===== src/rtl/branch_predictor_if.sv =====
// rtl/branch_predictor_if.sv - IF/EX-side signal bundle between the pipeline and the branch predictor
interface branch_predictor_if;
  // IF-stage lookup
  logic [31:0] pc_IF;
  logic        stall;
  logic        predtaken_IF;
  logic [31:0] pcpred_IF;
  // EX-stage resolution
  logic [31:0] pc_EX;
  logic        branch_EX;
  logic        btaken_EX;
  logic        jal_EX;
  logic        jalr_EX;
  logic [31:0] ctarget;
  logic [31:0] pcimm_EX;
  logic        mispredict;
  logic [31:0] redirect_pc;

  // Pipeline side: drives fetch/EX information, consumes prediction and redirect
  modport master (
    output pc_IF, stall, pc_EX, branch_EX, btaken_EX, jal_EX, jalr_EX, ctarget, pcimm_EX,
    input  predtaken_IF, pcpred_IF, mispredict, redirect_pc
  );

  // Predictor side
  modport slave (
    input  pc_IF, stall, pc_EX, branch_EX, btaken_EX, jal_EX, jalr_EX, ctarget, pcimm_EX,
    output predtaken_IF, pcpred_IF, mispredict, redirect_pc
  );
endinterface


===== src/rtl/branch_predictor.sv =====
// rtl/branch_predictor.sv - direct-mapped BTB with 2-bit counters, prediction pipe and EX resolution
module branch_predictor #(
  parameter int         IDX_W    = 4,
  parameter logic [1:0] CNT_INIT = 2'b10
) (
  input logic               clk,
  input logic               rstn,
  branch_predictor_if.slave bp
);

  localparam int ENTRIES = 1 << IDX_W;
  localparam int TAG_W   = 30 - IDX_W;

  // Branch target table
  logic             valid_q  [ENTRIES];
  logic [TAG_W-1:0] tag_q    [ENTRIES];
  logic [31:0]      target_q [ENTRIES];
  logic [1:0]       cnt_q    [ENTRIES];
  logic             jmp_q    [ENTRIES];

  // Prediction pipe: slot 1 = IF->ID, slot 2 = ID->EX
  logic        s1_v, s1_pt;
  logic [31:0] s1_tgt;
  logic        s2_v, s2_pt;
  logic [31:0] s2_tgt;

  // Lookup and resolution nets
  logic [IDX_W-1:0] if_idx, ex_idx;
  logic [TAG_W-1:0] if_tag, ex_tag;
  logic             if_hit, ex_hit;
  logic             pred_taken;
  logic [31:0]      pred_pc;
  logic [31:0]      ex_pc4;
  logic [31:0]      ex_redirect;
  logic [31:0]      ex_predicted;
  logic             ex_mispredict;
  logic             ex_jump;

  assign if_idx = bp.pc_IF[IDX_W+1:2];
  assign if_tag = bp.pc_IF[31:IDX_W+2];
  assign ex_idx = bp.pc_EX[IDX_W+1:2];
  assign ex_tag = bp.pc_EX[31:IDX_W+2];

  // Fetch-side lookup: reads the pre-edge table contents, so a same-cycle update is not visible
  always_comb begin
    if_hit     = 1'b0;
    pred_taken = 1'b0;
    pred_pc    = bp.pc_IF + 32'd4;
    if_hit     = valid_q[if_idx] && (tag_q[if_idx] == if_tag);
    pred_taken = if_hit && (jmp_q[if_idx] || cnt_q[if_idx][1]);
    if (pred_taken) begin
      pred_pc = target_q[if_idx];
    end
  end

  assign bp.predtaken_IF = pred_taken;
  assign bp.pcpred_IF    = pred_pc;

  // EX-side resolution: the true next PC compared against what was predicted two stages ago
  always_comb begin
    ex_jump       = bp.jal_EX || bp.jalr_EX;
    ex_pc4        = bp.pc_EX + 32'd4;
    ex_redirect   = ex_pc4;
    ex_predicted  = ex_pc4;
    ex_mispredict = 1'b0;
    ex_hit        = valid_q[ex_idx] && (tag_q[ex_idx] == ex_tag);
    if (ex_jump) begin
      ex_redirect = bp.pcimm_EX;
    end else if (bp.branch_EX) begin
      ex_redirect = bp.ctarget;
    end
    if (s2_pt) begin
      ex_predicted = s2_tgt;
    end
    ex_mispredict = s2_v && (ex_predicted != ex_redirect);
  end

  assign bp.mispredict  = ex_mispredict;
  assign bp.redirect_pc = ex_redirect;

  // Prediction pipe: flush beats stall; stall holds IF->ID and bubbles ID->EX
  always_ff @(posedge clk or negedge rstn) begin
    if (!rstn) begin
      s1_v   <= 1'b0;
      s1_pt  <= 1'b0;
      s1_tgt <= 32'd0;
      s2_v   <= 1'b0;
      s2_pt  <= 1'b0;
      s2_tgt <= 32'd0;
    end else if (ex_mispredict) begin
      s1_v <= 1'b0;
      s2_v <= 1'b0;
    end else if (bp.stall) begin
      s2_v <= 1'b0;
    end else begin
      s1_v   <= 1'b1;
      s1_pt  <= pred_taken;
      s1_tgt <= pred_pc;
      s2_v   <= s1_v;
      s2_pt  <= s1_pt;
      s2_tgt <= s1_tgt;
    end
  end

  // Table training from the resolved EX instruction; bubbles never touch the table
  always_ff @(posedge clk or negedge rstn) begin
    if (!rstn) begin
      for (int i = 0; i < ENTRIES; i++) begin
        valid_q[i]  <= 1'b0;
        tag_q[i]    <= '0;
        target_q[i] <= 32'd0;
        cnt_q[i]    <= 2'b01;
        jmp_q[i]    <= 1'b0;
      end
    end else if (s2_v) begin
      if (ex_jump) begin
        // Unconditional jumps always claim the slot, evicting whatever aliased there
        valid_q[ex_idx]  <= 1'b1;
        tag_q[ex_idx]    <= ex_tag;
        target_q[ex_idx] <= bp.pcimm_EX;
        jmp_q[ex_idx]    <= 1'b1;
      end else if (bp.branch_EX) begin
        if (ex_hit) begin
          jmp_q[ex_idx] <= 1'b0;
          if (bp.btaken_EX) begin
            target_q[ex_idx] <= bp.ctarget;
            if (cnt_q[ex_idx] != 2'b11) begin
              cnt_q[ex_idx] <= cnt_q[ex_idx] + 2'd1;
            end
          end else if (cnt_q[ex_idx] != 2'b00) begin
            cnt_q[ex_idx] <= cnt_q[ex_idx] - 2'd1;
          end
        end else if (bp.btaken_EX) begin
          // Only taken branches earn an entry; never-taken ones would just predict pc+4 anyway
          valid_q[ex_idx]  <= 1'b1;
          tag_q[ex_idx]    <= ex_tag;
          target_q[ex_idx] <= bp.ctarget;
          cnt_q[ex_idx]    <= CNT_INIT;
          jmp_q[ex_idx]    <= 1'b0;
        end
      end else if (ex_hit) begin
        // A non-control instruction matched an entry: stale alias, drop it
        valid_q[ex_idx] <= 1'b0;
      end
    end
  end

endmodule


===== src/flat_wrapper.sv =====
// flat-port wrapper written by rule: the top's interface ports become plain ports
module branch_predictor_flat 
#(
  parameter int         IDX_W    = 4,
  parameter logic [1:0] CNT_INIT = 2'b10
)
  (clk, rstn, bp_pc_IF, bp_stall, bp_pc_EX, bp_branch_EX, bp_btaken_EX, bp_jal_EX, bp_jalr_EX, bp_ctarget, bp_pcimm_EX, bp_predtaken_IF, bp_pcpred_IF, bp_mispredict, bp_redirect_pc);
  branch_predictor_if bp_i ();
  input logic clk;
  input logic rstn;
  input wire logic [$bits(bp_i.pc_IF)-1:0] bp_pc_IF;
  input wire logic [$bits(bp_i.stall)-1:0] bp_stall;
  input wire logic [$bits(bp_i.pc_EX)-1:0] bp_pc_EX;
  input wire logic [$bits(bp_i.branch_EX)-1:0] bp_branch_EX;
  input wire logic [$bits(bp_i.btaken_EX)-1:0] bp_btaken_EX;
  input wire logic [$bits(bp_i.jal_EX)-1:0] bp_jal_EX;
  input wire logic [$bits(bp_i.jalr_EX)-1:0] bp_jalr_EX;
  input wire logic [$bits(bp_i.ctarget)-1:0] bp_ctarget;
  input wire logic [$bits(bp_i.pcimm_EX)-1:0] bp_pcimm_EX;
  output wire logic [$bits(bp_i.predtaken_IF)-1:0] bp_predtaken_IF;
  output wire logic [$bits(bp_i.pcpred_IF)-1:0] bp_pcpred_IF;
  output wire logic [$bits(bp_i.mispredict)-1:0] bp_mispredict;
  output wire logic [$bits(bp_i.redirect_pc)-1:0] bp_redirect_pc;
  assign bp_i.pc_IF = bp_pc_IF;
  assign bp_i.stall = bp_stall;
  assign bp_i.pc_EX = bp_pc_EX;
  assign bp_i.branch_EX = bp_branch_EX;
  assign bp_i.btaken_EX = bp_btaken_EX;
  assign bp_i.jal_EX = bp_jal_EX;
  assign bp_i.jalr_EX = bp_jalr_EX;
  assign bp_i.ctarget = bp_ctarget;
  assign bp_i.pcimm_EX = bp_pcimm_EX;
  assign bp_predtaken_IF = bp_i.predtaken_IF;
  assign bp_pcpred_IF = bp_i.pcpred_IF;
  assign bp_mispredict = bp_i.mispredict;
  assign bp_redirect_pc = bp_i.redirect_pc;
  branch_predictor #(.IDX_W(IDX_W), .CNT_INIT(CNT_INIT)) u_core (.clk(clk), .rstn(rstn), .bp(bp_i));
endmodule

===== config.mk =====
export PLATFORM = sky130hd
export DESIGN_NAME = branch_predictor_flat
export DESIGN_NICKNAME = d
export VERILOG_FILES = /design/src/rtl/branch_predictor_if.sv /design/src/rtl/branch_predictor.sv /design/src/flat_wrapper.sv
export SDC_FILE = /design/constraint.sdc
export NUM_CORES = 2
export LEC_CHECK = 0
export BUFFER_PORTS_ARGS = -buffer_cell sky130_fd_sc_hd__buf_2
export CAP_MARGIN = 20
export CORE_MARGIN = 2
export CORE_UTILIZATION = 50
export CTS_CLUSTER_DIAMETER = 100
export DETAILED_ROUTE_END_ITERATION = 12
export GPL_TIMING_DRIVEN = 0
export MAX_ROUTING_LAYER = met4
export PLACE_DENSITY_LB_ADDON = 0.08
export SYNTH_ARGS = -nofsm -noshare
export SYNTH_HDL_FRONTEND = slang
export SYNTH_SLANG_ARGS = --single-unit

===== constraint.sdc =====
create_clock -name clk -period 6.95 [get_ports clk]
set_input_delay 1.39 -clock clk [delete_from_list [all_inputs] [get_ports clk]]
set_output_delay 1.39 -clock clk [all_outputs]
set_load 0.01 [all_outputs]

==> flow_summary_export.csv <==
group,metric,value,unit
logic_synthesis,yosysMostFrequentCell,"dfrtp_1",
setup_path,worstReg2RegStart,"u_core.tag_q[33]",
logic_synthesis,synth_top_family_by_area,"multiplexers",
grt,grtUsageMet2,55.68,%
pwr,total_leakage_power,27.96,nW
setup_path,r2r_setup_slack,1.51,ns
logic_synthesis,ys_async_sr_fraction,100.0,%
clocking,cts.sinks,1060,
grt,grt_pass1_vias,43460,
logic_synthesis,synthTopCellsByCount,"dfrtp_1 (1044), nand2_1 (613), o21ai_0 (561), mux2_2 (529), mux4_2 (359)",
pwr,p_per_area,316.7,nW/um^2
clocking,cts_buffers,117,
timing,layout_setup_ws,-0.1565,ns
logic_synthesis,synthXorXnorAreaFrac,2.640,%
route,route.detailed.drc,0,
place,postPlaceCellArea,59760,um^2
setup_path,slowest_stage,"a222oi_1",
clocking,cts_buffer_depth,3,
timing,rsz0062_at_grt,"true",
setup_path,crit_path_start,"bp_pc_EX[3]",
setup_path,max_stage_delay,1.02,ns
grt,grt_overflow,0,
logic_synthesis,yosys.area.top_type_share,46.40,%
grt,use_met1,60.05,%
place,gp_congestion,1.043,
setup_path,cp.arrival,7.73,ns
clocking,clockRootBuffer,"clkbuf_16",
setup_path,crit_top_cell,"buf_2",
grt,grt_max_degree,164,
clocking,cts_tree,"built",
logic_synthesis,ys_warn_count,0,
cells_and_area,fillers,9660,
logic_synthesis,synth-adder-area-share,0.1555,%
setup_path,worstRegToRegCells,11,
setup_path,crit_path_start_kind,"primary input",
route,drtIter0Drc,5996,
timing,fin_skew,0.03847,ns
setup_path,cp_max_fo,10,
route,avgRoutedWirePerCell,35.33,um
grt,gr-usage-met3,13.53,%
setup_path,crit_type,"in -> reg",
logic_synthesis,synth_area_leaders,"dfrtp_1 (46%), mux4_2 (14%), mux2_2 (11%)",
job,maxCapViolations,0,
grt,grt_pass1_wl,333200,um
floorplan,io-pin-count,201,
outcome,violations,"negative setup slack",
setup_path,setup.worst_path.end_class,"flop",
setup_path,critPathCapture,"u_core.tag_q[410]",
logic_synthesis,yosysSeqAreaShare,47.14,%
place,post-dp-hpwl,176500,um
floorplan,fp.dieW,339.6,um
timing,period_minus_slack,7.107,ns
pwr,irDropWorstVdd,0.0002680,V
timing,period_share,102.3,%
logic_synthesis,synth.ff_latch_count,1060,
hold_path,hold_class,"reg -> reg",
clocking,cts.clk_slew.worst_paths,0.06,ns
logic_synthesis,syn-num-nets,4860,
floorplan,start_util,50.26,%
timing,hold_violations,0,
clocking,htree_levels,3,
route,finalWirelength,236900,um
logic_synthesis,yosys.area.top_type,"dfrtp_1",
grt,antenna_found_initial,23,
route,vias,44980,
logic_synthesis,synthDistinctLibCells,89,
route,final_antenna_net_count,0,
grt,grt.busiest_layer,"met1",
place,place_ws,-2.709,ns
timing,fmax,140.7,MHz
outcome,status,"finished with violations",
route,via_per_inst,6.708,
logic_synthesis,synth_mux_area_share,28.17,%
cells_and_area,drive_gt1_share,30.25,%
logic_synthesis,synth_flop_cell,"dfrtp_1",
setup_path,rr_endpoint,"u_core.tag_q[410]",
setup_path,cp_cell_sequence,"buf_2 > clkbuf_4 > buf_4 > buf_2 > mux2i_1 > xnor2_1 > a222oi_1 > a31oi_1 > a2111o_1 > nor4_2 > nand4_1 > nor2b_1 > clkbuf_1 > buf_1 > mux2_2",
logic_synthesis,yosys.area_share.simple,8.529,%
logic_synthesis,synth_cells,4718,
timing,maxSlewViolCount,0,
timing,relSlewSlack,6.169,%
cells_and_area,fin_area,64930,um^2
logic_synthesis,synth-edff-count,0,
logic_synthesis,avgSynthCellArea,11.93,um^2
logic_synthesis,syn_area,56310,um^2
timing,setup_viol,42,
logic_synthesis,synth-compound-area-share,9.506,%
floorplan,die_h,339.6,um
clocking,clk_latency,0.76,ns
grt,grt_usage,42.10,%
floorplan,core-area,112000,um^2
route,drtPass1Iterations,5,
clocking,holdBufCountCts,0,
floorplan,rows,123,
setup_path,cp.required,7.58,ns
cells_and_area,layout.nets,5228,
place,io_buffer_count,185,
timing,worstMarginPinSlew,1.372,ns
cells_and_area,syn_to_final_growth,15.31,%
floorplan,dieArea,115300,um^2
==> cells by family (layout without fill, tap and decap cells) <==
family / after synthesis / in the layout
other: 0 / 19
buffers and inverters: 494 / 962
flip-flops: 1060 / 1060
multiplexers: 1065 / 1065
AND/OR/NAND/NOR: 1038 / 1038
XOR/XNOR: 157 / 157
AO/OA/AOI/OAI: 897 / 897
adder cells (fa/ha/maj): 7 / 7
==> cell type report <==
type	instances	area [um^2]	area share (%)
flip-flops and latches	1060	26550	40.88
repair buffers	254	1804	2.779
clock inverters	46	719.4	1.108
inverters	43	161.4	0.2486
clock buffers	173	3490	5.374
diodes	19	47.55	0.07323
well taps	1500	1877	2.891
plain buffers	446	2394	3.686
multi-input cells	3164	27890	42.96
==> where the power goes <==
group,switching [W],internal [W]
Clock,0.00274,0.00407
Combinational,0.00252,0.00238
Sequential,0.00111,0.00774
Total,0.00638,0.0142
==> layer usage <==
| metal | vias up | part of all wire, % |
|---|---|---|
| li1 | 18140 | - |
| met2 | 2672 | 41 |
| met5 | - | 0 |
| met4 | 0 | 4.5 |
| met3 | 497 | 12 |
| met1 | 23670 | 42 |
==> registers in the layout (all words and copies together), names as in the netlist, 32 cells and up, named ones only <==
name	count
u_core.s2_tgt	32
u_core.target_q	512
u_core.s1_tgt	32
u_core.cnt_q	32
u_core.tag_q	416
==> worst min-delay path by stage <==
stage,slack (ns),endpoint,cells past startpoint,from
after detailed placement,0.46,u_core.target_q[132],2,u_core.target_q[132]
after global routing,0.49,u_core.target_q[172],2,u_core.target_q[172]
after floorplan,0.44,u_core.target_q[160],2,u_core.target_q[160]
after CTS,0.48,u_core.target_q[259],2,u_core.target_q[259]
after global placement,0.46,u_core.target_q[71],2,u_core.target_q[71]
final,0.48,u_core.target_q[25],2,u_core.target_q[25]
==> worst max-delay path: cells and delay by family <==
| kind | cells | cell delay [ns] |
|---|---|---|
| simple gates | 3 | 1.12 |
| compound gates | 3 | 1.83 |
| buf+inv | 6 | 2.38 |
| xor+xnor | 1 | 0.17 |
| mux | 2 | 0.77 |
==> placed cells by master (no fill, tap or decap), drive strengths merged, types with 35 or more instances in the layout <==
cell / instances
nor2: 72
inv: 46
nand2: 613
xnor2: 114
mux2i: 137
nand3: 79
mux2: 569
nor3: 36
buf: 392
a21oi: 59
nand4: 57
dfrtp: 1044
mux4: 359
clkbuf: 478
xor2: 35
o21ai: 561
==> repair_timing <==
item / 4_1_cts / 5_1_grt
hold endpoints to repair: 0 / 0
buffers inserted: 11 / 16
pin swaps: 5 / 4
resized for setup: 159 / 41
setup endpoints to repair: 380 / 57
==> per-stage QoR <==
stage	utilization, %	instances	setup TNS [ns]	total power [W]	hold slack (ns)
5_1_grt	57.94	6699	-0.04998	0.02127	0.4901
3_3_place_gp	52.76	6403	-	0.01336	0.4562
4_1_cts	57.65	6669	0	0.02038	0.4779
2_1_floorplan	-	4718	0	0.01164	0.4446
3_5_place_dp	53.34	6443	-519.94	0.01355	0.4649
6_report	57.95	6705	-2.512	0.02056	0.4756
Power figures use the tool's default switching activity.
